<file path="config.mk">
export PLATFORM = sky130hd
export DESIGN_NAME = pwm_compare_4bit
export DESIGN_NICKNAME = d
export VERILOG_FILES = /design/src/rtl/pwm_compare_4bit.sv
export SDC_FILE = /design/constraint.sdc
export NUM_CORES = 1
export LEC_CHECK = 0
export ABC_AREA = 1
export BUFFER_PORTS_ARGS = -buffer_cell sky130_fd_sc_hd__buf_2
export CORE_UTILIZATION = 50
export DETAILED_ROUTE_END_ITERATION = 16
export PLACE_DENSITY = 0.84
export SLEW_MARGIN = 10
export SYNTH_ARGS = -nofsm -noshare
export SYNTH_HDL_FRONTEND = slang
export SYNTH_SLANG_ARGS = --single-unit
</file>
<file path="constraint.sdc">
create_clock -name clk -period 3.2 [get_ports clk]
set_input_delay 0.48 -clock clk [delete_from_list [all_inputs] [get_ports clk]]
set_output_delay 0.48 -clock clk [all_outputs]
set_load 0.1 [all_outputs]
</file>
<file path="src/rtl/pwm_compare_4bit.sv">
// rtl/pwm_compare_4bit.sv - PWM comparator with double-buffered duty and period tick
// Optional period counter output enabled by PWM_PERIOD_COUNT_EN.
module pwm_compare_4bit #(
   parameter int               WIDTH      = 4,
   parameter logic [WIDTH-1:0] RESET_DUTY = '0
) (
   input  logic             clk,
   input  logic             reset,
   input  logic [WIDTH-1:0] count,
   input  logic             enable,
   input  logic [WIDTH-1:0] duty_in,
   input  logic             duty_valid,
   output logic             duty_ready,
   output logic             pwm_out,
   output logic             period_tick,
   output logic             running
`ifdef PWM_PERIOD_COUNT_EN
   ,
   output logic [7:0]       period_count
`endif
);

   typedef enum logic [1:0] {
      IDLE = 2'd0,
      SYNC = 2'd1,
      RUN  = 2'd2
   } state_t;

   state_t           r_state;
   state_t           w_next_state;
   logic [WIDTH-1:0] r_prev_count;
   logic [WIDTH-1:0] r_active_duty;
   logic [WIDTH-1:0] r_pending_duty;
   logic             r_pending_flag;
   logic             r_pwm;
   logic             r_tick;

   logic             w_wrap;
   logic             w_resync;
   logic             w_load;
   logic             w_accept;
   logic [WIDTH-1:0] w_duty_eff;

   assign w_wrap   = (r_prev_count == '1) && (count == '0);
   assign w_resync = (count != (r_prev_count + WIDTH'(1))) && !w_wrap;

   // Pending duty is promoted only on a wrap while synchronised or running.
   assign w_load     = (r_state != IDLE) && w_wrap && r_pending_flag;
   assign w_accept   = duty_valid && !r_pending_flag;
   assign w_duty_eff = w_load ? r_pending_duty : r_active_duty;

   always_comb begin
      w_next_state = r_state;
      case (r_state)
         IDLE: begin
            if (enable) w_next_state = SYNC;
         end
         SYNC: begin
            if (!enable)     w_next_state = IDLE;
            else if (w_wrap) w_next_state = RUN;
         end
         RUN: begin
            if (!enable)       w_next_state = IDLE;
            else if (w_resync) w_next_state = SYNC;
         end
         default: w_next_state = IDLE;
      endcase
   end

   always_ff @(posedge clk or posedge reset) begin
      if (reset) begin
         r_state        <= IDLE;
         r_prev_count   <= '0;
         r_active_duty  <= RESET_DUTY;
         r_pending_duty <= RESET_DUTY;
         r_pending_flag <= 1'b0;
         r_pwm          <= 1'b0;
         r_tick         <= 1'b0;
      end else begin
         r_state      <= w_next_state;
         r_prev_count <= count;
         r_tick       <= w_wrap;
         // Gate on the next state so the first compare after a wrap lands with running.
         r_pwm        <= (w_next_state == RUN) && (count < w_duty_eff);
         if (w_load) begin
            r_active_duty  <= r_pending_duty;
            r_pending_flag <= 1'b0;
         end else if (w_accept) begin
            r_pending_duty <= duty_in;
            r_pending_flag <= 1'b1;
         end
      end
   end

   assign duty_ready  = !r_pending_flag;
   assign pwm_out     = r_pwm;
   assign period_tick = r_tick;
   assign running     = (r_state == RUN);

`ifdef PWM_PERIOD_COUNT_EN
   logic [7:0] r_period_count;

   always_ff @(posedge clk or posedge reset) begin
      if (reset) begin
         r_period_count <= 8'd0;
      end else if ((r_state != IDLE) && (w_next_state == IDLE)) begin
         r_period_count <= 8'd0;
      end else if (r_tick && (r_state == RUN)) begin
         r_period_count <= r_period_count + 8'd1;
      end
   end

   assign period_count = r_period_count;
`endif

endmodule

</file>
# == After elaboration in Yosys (flattened, before gate mapping) ==
# Cells that the tools add are included.
# classes
n_eq_ne,5
n_bitwise,1
n_mux,9
add_sub_neg,1
order_cmp,1
reduce_logical,13
# ops
cell,n
two-way mux 2 bit,5
logical AND 1 bit,6
one-hot mux 2 bit (3 select lines),1
"adder 4 x 1 -> 4 bit, second input constant",1
"equality test 2 bit, second input constant",2
"equality test 4 bit, second input constant",1
zero test 4 bit,1
< comparator 4 bit,1
two-way mux 4 bit,1
!= test 4 bit,1
nonzero test 2 bit,2
"equality test 2 x 1 -> 1 bit, second input constant",1
zero test 1 bit,2
zero test 2 bit,1
two-way mux 1 bit,2
AND reduction 2 bit,1
NOT 1 bit,1
# word_totals
word_cells,37
output_inout_bits,4
inputBits,12
regBits,17

# == Depth between registers and ports, before layout ==
# Gate-level depths: netlist of the first run.
# logic_depth
word_depth,9
ltp_mapped,12
ltp_nobuf,12

# == Least setup slack after synthesis of the first run ==
# Ideal clock, no wire load.
# synth_timing
path_kind,reg-to-reg
from,register r_state[0]
to,"register r_pwm, in the netlist pwm_out"
n_path_buf,0
setup_slack_ns,0.925
required_ns,3.127
synth_period_minus_slack_ns,2.275
path_stages_with_launch,6
setup_ns,0.073
arrival_time_ns,2.202
path_cell_list,dfrtp_1 > nor2_1 > nand2_1 > o21ai_2 > nand3_1 > a21oi_2
# synth_via
word_cells_on_any_way,16
cone_classes,1 x order compare; 3 x eq/ne; 7 x mux; 5 x reduce/logical
# synth_rtl
item,line_no,text
start: declaration,29,state_t r_state;
start signal: assignment,80,r_state <= w_next_state;
equality test 2 bit,--,
via running,16,output logic running
one-hot mux 2 bit (3 select lines),54,case (r_state)
equality test 2 bit,84,r_pwm <= (w_next_state == RUN) && (count < w_duty_eff);
logical AND 1 bit,84,
end signal: assignment,84,
end: declaration,35,logic r_pwm;
# The timed path passes the listed nets, and every way through them passes these cells.
# A chain may end at the register's enable or synchronous reset.

# == Worst setup path after layout of the first run ==
# layout_timing
from,register r_prev_count[0]
to,"register r_pwm, in the netlist pwm_out"
# layout_via
word_cells_on_any_way,17
cone_classes,1 x add/sub; 1 x order compare; 3 x eq/ne; 6 x mux; 6 x reduce/logical
# layout_rtl
item,line_no,text
start: declaration,31,logic [WIDTH-1:0] r_prev_count;
start signal: assignment,81,r_prev_count <= count;
equality test 4 bit,44,assign w_wrap = (r_prev_count == '1) && (count == '0);
logical AND 1 bit,44,
logical AND 1 bit (2 in series),48,assign w_load = (r_state != IDLE) && w_wrap && r_pending_flag;
two-way mux 4 bit,--,
via w_duty_eff[3],42,logic [WIDTH-1:0] w_duty_eff;
< comparator 4 bit,84,
logical AND 1 bit,84,
# The timed path passes the listed nets, and every way through them passes these cells.

==> results.txt, run 1 <==
status - finished, final reports clean
Post-CTS Resized - 0
cell taking the most area after synthesis - dfrtp_1
via count - 671
Max Slew Vio Count - 0
Yosys top cell area share - 48.2%
dpl cells - 128
clk_lat worst skew - 300 ps
Clk network pwr share - 25.1%
critical path type - register to register
Syn Std Cell Area - 883 um2
final WL - 1520 um
net count after synthesis - 113
CTS H-Tree Depth - 1
sequential fraction of design power - 56.1%
Die X - 44.0 um
share of cells above drive strength 1 - 33.6%
Final TNS setup - 0 ps
Pwr Total - 0.459 mW
Worst Path Max Fanout - 5
port bufs - 15
Distinct cells, synth - 24
cts bufs inserted - 3
Seq/Total Area, Yosys - 48.2%
Critical Path Start - r_prev_count[0]
Worst Max-Slew Pin Slew - 628 ps
initial antenna violation count - 0
DR pass1 iterations - 6
placement row count - 14
Setup Fix Bufs, Post-CTS - 0
TritonCTS clock tree - built
Antenna Cells - 0
Fillers - 151
pre-CTS setup slack - 1210 ps
clock slew at reported path FFs - 100 ps
Worst Slack Setup Final - 1230 ps
Core Area - 1580 um2
Routed wire per std cell - 11.5 um
Die Height - 44.0 um
Psw - 0.134 mW
Final Wtd Congestion - 0.785
Global Route Usage Sum - 19.8%
number of global-route vias before repair - 667
grt total ovfl - 0
relative slew slack - 58.1%
fin crit period - 1970 ps
Syn Inst Count - 97
worst reg2reg setup slack - 1230 ps
Yosys warning count - 0
clock skew - 10.3 ps
first-pass GRT wire length - 2770 um
number of flops mapped to enable cells by yosys - 0
Critical Path RT - 3440 ps
period utilisation layout - 61.5%
post-route ant nets - 0
Async SR Flop Fraction - 100%
peak supply drop - 0.335 mV
Synth Register Bits - 17
largest net degree at the start of global routing - 18
clk sinks - 17
Area Overhead vs Synth - 13.9%
leakage - 0.554 nW
CP Data Arrival Time - 2210 ps
initial core utilization - 56.0%
I/O pin total - 16
Multi-input gate area - 389 um2
r2r startpoint - r_prev_count[0]
switching share of power - 29.1%
ys flop type - dfrtp_1
CP endpoint kind - register
CTS max path bufs - 2
largest cells by area after synthesis - dfrtp_1, nand2_1, inv_1
crit start category - register
via/cell ratio - 5.08
max-cap violations - 0
unrepaired setup endpoints after global routing - no
hold_buf cts - 0
CTS Root Cell - clkbuf_4
Fin. Hold Viols - 0
PD cells - 456 nW/um2
syn_area_per_cell - 9.11 um2
post-layout util - 63.8%
DRC - 0
filler-free cell count of the finished design - 132
top achievable clock speed - 508 MHz
Layout Nets - 133
Hold WC Path Type - input port to asynchronous set/reset pin
Die Footprint - 1940 um2
Seq. cell area - 425 um2
Comb power frac - 18.8%
final setup fails - 0
Starting DRT DRC Count - 11
post-DP HPWL - 1220 um
internal power - 0.326 mW
[critical path: stages (launching register included)]
cell and delay [ps]:
dfrtp_1 390, ha_1 200, nand2_1 100, nor2_2 140
nand3_2 130, clkinv_2 120, nand2_1 70, o21ai_2 80
inv_2 50, ha_1 280, a21oi_1 150, nand3_1 100
a21oi_2 100
[layer usage]
| layer | track usage (%) | share of wire (%) | wire [um] | vias up |
|---|---|---|---|---|
| met4 | 7.88 | 1.4 | 21 | 0 |
| met2 | 33.8 | 50 | 764 | 15 |
| met3 | 5.31 | 3.5 | 54 | 4 |
| met5 | 0 | 0 | 0 | - |
| met1 | 23.8 | 45 | 683 | 315 |
| li1 | - | - | - | 337 |
[cell type report]
class,instances,area share [%]
clock buffer,3,2.24
clock inverter,1,0.498
inverter,18,6.84
multi-input combinational,62,38.7
sequential,17,42.3
tap,16,1.99
timing repair buffer,15,7.46
[power groups by stage]
stage / sequential (mW) / clock [mW] / combinational (mW)
2_1_floorplan: 0.256 / 0 / 0.0648
4_1_cts: 0.258 / 0.117 / 0.0884
5_1_grt: 0.262 / 0.129 / 0.0963
3_3_place_gp: 0.259 / 0 / 0.0826
3_5_place_dp: 0.262 / 0 / 0.0878
6_report: 0.258 / 0.115 / 0.0862
[Yosys cell counts (2+ instances only)]
| cell | count |
|---|---|
| a21oi_1 | 2 |
| and2_1 | 2 |
| dfrtp_1 | 17 |
| ha_1 | 4 |
| inv_1 | 14 |
| inv_2 | 3 |
| mux2_2 | 3 |
| nand2_1 | 17 |
| nand2_2 | 4 |
| nand3_1 | 5 |
| nand3_2 | 2 |
| nor2_1 | 7 |
| o21ai_2 | 4 |
| or2_1 | 2 |
| xor2_1 | 2 |
[cell families (layout without fill, tap and decap cells)]
| logic type | after synthesis | count (layout) | synth area share [%] |
|---|---|---|---|
| xor+xnor | 3 | 3 | 2.98 |
| flops | 17 | 17 | 48.2 |
| simple gates | 43 | 43 | 24.4 |
| mux | 3 | 3 | 3.82 |
| buf+inv | 18 | 37 | 7.79 |
| compound gates | 9 | 9 | 7.22 |
| fa+ha+maj | 4 | 4 | 5.67 |
[metrics by stage]
step	cell area (um2)	hold WS, ps
3_3_place_gp	978	471
6_report	1010	241
3_5_place_dp	978	481
4_1_cts	1010	279
2_1_floorplan	883	406
5_1_grt	1010	282
[worst paths after layout]
check	endpoint	depth (start not counted)
worst max-delay path	pwm_out	12
worst min-delay path	r_pending_duty[3]	2
worst max register to register	pwm_out	12
worst min register to register	r_active_duty[1]	2
max in group asynchronous	r_pending_duty[0]	2
min in group clk	r_prev_count[3]	1
[state kept, by name (all words and copies together), names as in the netlist]
register	cells
period_tick	1
r_pending_flag	1
r_pending_duty	4
r_active_duty	4
r_state	2
pwm_out	1
r_prev_count	4
[layout by cell type (no fill, tap or decap), drive strengths merged, types with 2 or more instances in the layout]
cell type	count
nand2	21
nand3	7
clkbuf	3
mux2	3
ha	4
clkinv	2
nor2	9
inv	17
buf	15
a21oi	3
and2	2
o21ai	6
dfrtp	17
xor2	2
or2	2
No activity file was read; power rests on OpenSTA's default activity.
==> run 2: changes to the inputs <==
==> constraint.sdc (replaced) <==
create_clock -name clk -period 2 [get_ports clk]
set_input_delay 0.3 -clock clk [delete_from_list [all_inputs] [get_ports clk]]
set_output_delay 0.3 -clock clk [all_outputs]
set_load 0.1 [all_outputs]
==> results.txt, run 2 (synthesized netlist as in run 1, its figures left out) <==
status - finished, final reports clean
hold_buf cts - 0 (unchanged)
relative slew slack - 58.6% (+0.49 points)
Crit-path slowest cell - dfrtp_1
Worst Max-Slew Pin Slew - 621 ps (-7.27 ps)
port bufs - 15 (unchanged)
unrepaired setup endpoints after global routing - no
clock slew at reported path FFs - 100 ps (about the same)
CP peak stage delay - 400 ps (about the same)
max-cap violations - 0 (unchanged)
Die X - 44.0 um (unchanged)
most common cell after layout, fill and taps aside - dfrtp_1
Hold WC Path Type - input port to asynchronous set/reset pin
clk_lat worst skew - 290 ps (about the same)
period utilisation layout - 90.9% (+29 points)
top flop regs - r_active_duty: 4 flops, r_pending_duty: 4 flops, r_prev_count: 4 flops
CP Data Arrival Time - 2050 ps (-160 ps)
initial antenna violation count - 0 (unchanged)
largest net degree at the start of global routing - 18 (unchanged)
CTS Root Cell - clkbuf_4
Clk network pwr share - 25.0% (about the same)
clk sinks - 17 (unchanged)
placement row count - 14 (unchanged)
crit start category - register
Fin. Hold Viols - 0 (unchanged)
DR pass1 iterations - 4 (-2)
delay-heaviest family, CP - simple AND/OR/NAND/NOR gates
dpl cells - 128 (unchanged)
PD cells - 710 nW/um2 (+56%)
Starting DRT DRC Count - 5 (-6)
final setup fails - 0 (unchanged)
initial core utilization - 56.0% (unchanged)
Die Height - 44.0 um (unchanged)
Critical Path RT - 2230 ps (-1210 ps)
clock skew - 6.34 ps (-3.92 ps)
share of cells above drive strength 1 - 37.9% (+4.3 points)
Die Footprint - 1940 um2 (unchanged)
critical path type - register to register
first-pass GRT wire length - 2750 um (-0.72%)
sequential fraction of design power - 55.8% (-0.3 points)
top sig layer - met4
Max Slew Vio Count - 0 (unchanged)
Cell Chain, Critical Path - ha_2, nand2_2, nor2_2, nand3_2, or2_1, o21ai_2, ha_1, nand2_1, inv_1, a21oi_2
number of global-route vias before repair - 649 (-2.7%)
Routed wire per std cell - 11.6 um (+0.26%)
leakage - 0.538 nW (-2.9%)
cts bufs inserted - 3 (unchanged)
Fillers - 125 (-17%)
most frequent cells in the layout - dfrtp_1, nand2_1, buf_2
Global Route Usage Sum - 20.2% (+0.35 points)
Psw - 0.208 mW (+55%)
peak supply drop - 0.645 mV (+93%)
r2r startpoint - r_prev_count[0]
M1 wire length - 684 um (+0.15%)
Core Area - 1580 um2 (unchanged)
TritonCTS clock tree - built
via/cell ratio - 5.03 (-1.0%)
CP endpoint kind - register
Critical Path Start - r_prev_count[0]
final hold slack - 62.8 ps (-178 ps)
Setup Fix Bufs, Post-CTS - 0 (unchanged)
via count - 664 (-1.0%)
filler-free cell count of the finished design - 132 (unchanged)
Antenna Cells - 0 (unchanged)
WL met2 - 762 um (-0.26%)
CTS max path bufs - 2 (unchanged)
metal3 WL - 38 um (-30%)
internal power - 0.527 mW (+62%)
grt total ovfl - 0 (unchanged)
top achievable clock speed - 550 MHz (+8.3%)
post-route ant nets - 0 (unchanged)
Comb power frac - 19.2% (+0.4 points)
Worst Path Max Fanout - 4 (-1)
Seq. cell area - 425 um2 (unchanged)
Final Wtd Congestion - 0.754 (-3.9%)
switching share of power - 28.3% (-0.84 points)
Area Overhead vs Synth - 17.1%
post-DP HPWL - 1220 um (-0.14%)
fin crit period - 1820 ps (-150 ps)
crit path buf inv count - 1 (-1)
final WL - 1530 um (+0.26%)
CTS H-Tree Depth - 1 (unchanged)
I/O pin total - 16 (unchanged)
DRC - 0 (unchanged)
Layout Nets - 133 (unchanged)
Multi-input gate area - 412 um2 (+5.8%)
-- run 2: worst paths after layout --
path,depth (start not counted),endpoint,slack (ps)
max,10,pwm_out,180
min,2,r_active_duty[3],60
max reg2reg,10,pwm_out,180
min reg2reg,2,r_active_duty[1],490
max in group asynchronous,2,r_pending_duty[0],1530
min in group clk,1,r_prev_count[2],180
-- run 2: cell type report --
class,instances,area share [%]
Timing Repair Buffer,15,7.26
Clock buffer,4,2.54
Sequential cell,17,41.1
Tap cell,16,1.93
Multi-Input combinational cell,62,39.8
Inverter,18,7.38
-- run 2: worst register-to-register path, delay by kind of cell, from the launching register on --
family                   cells  cell delay (ps)
AO/OA/AOI/OAI                2              190
adder cells (fa/ha/maj)      2              470
buffers and inverters        1               50
flip-flops                   1              400
AND/OR/NAND/NOR              5              670
-- run 2: what timing repair did --
| action | in CTS | in global routing |
|---|---|---|
| resized for setup | 0 | 2 |
| endpoints found under the hold margin | 0 | 0 |
| endpoints found under the setup margin | 0 | 1 |
-- run 2: metal layers --
metal	GRT usage [%]	vias up
met3	3.67	5
met2	33.2	14
met1	25.3	303
li1	-	342
met4	10.9	0
met5	0	-
-- run 2: power by group through the flow --
stage / clock, mW / combinational (mW) / sequential (mW)
6_report: 0.184 / 0.141 / 0.410
5_1_grt: 0.202 / 0.159 / 0.416
4_1_cts: 0.189 / 0.143 / 0.410
3_5_place_dp: 0 / 0.142 / 0.418
3_3_place_gp: 0 / 0.136 / 0.414
2_1_floorplan: 0 / 0.107 / 0.411
-- run 2: stage by stage --
stage / util, % / total power, mW / worst slack (ps) / area (um2) / TNS (ps)
4_1_cts: 65.3 / 0.742 / 129 / 1030 / 0
6_report: 65.6 / 0.735 / 181 / 1030 / 0
3_3_place_gp: 63.7 / 0.550 / 203 / 1000 / 0
5_1_grt: 65.6 / 0.778 / 21.6 / 1030 / 0
3_5_place_dp: 63.7 / 0.560 / 154 / 1000 / 0
2_1_floorplan: - / 0.518 / -41.7 / 908 / -41.7
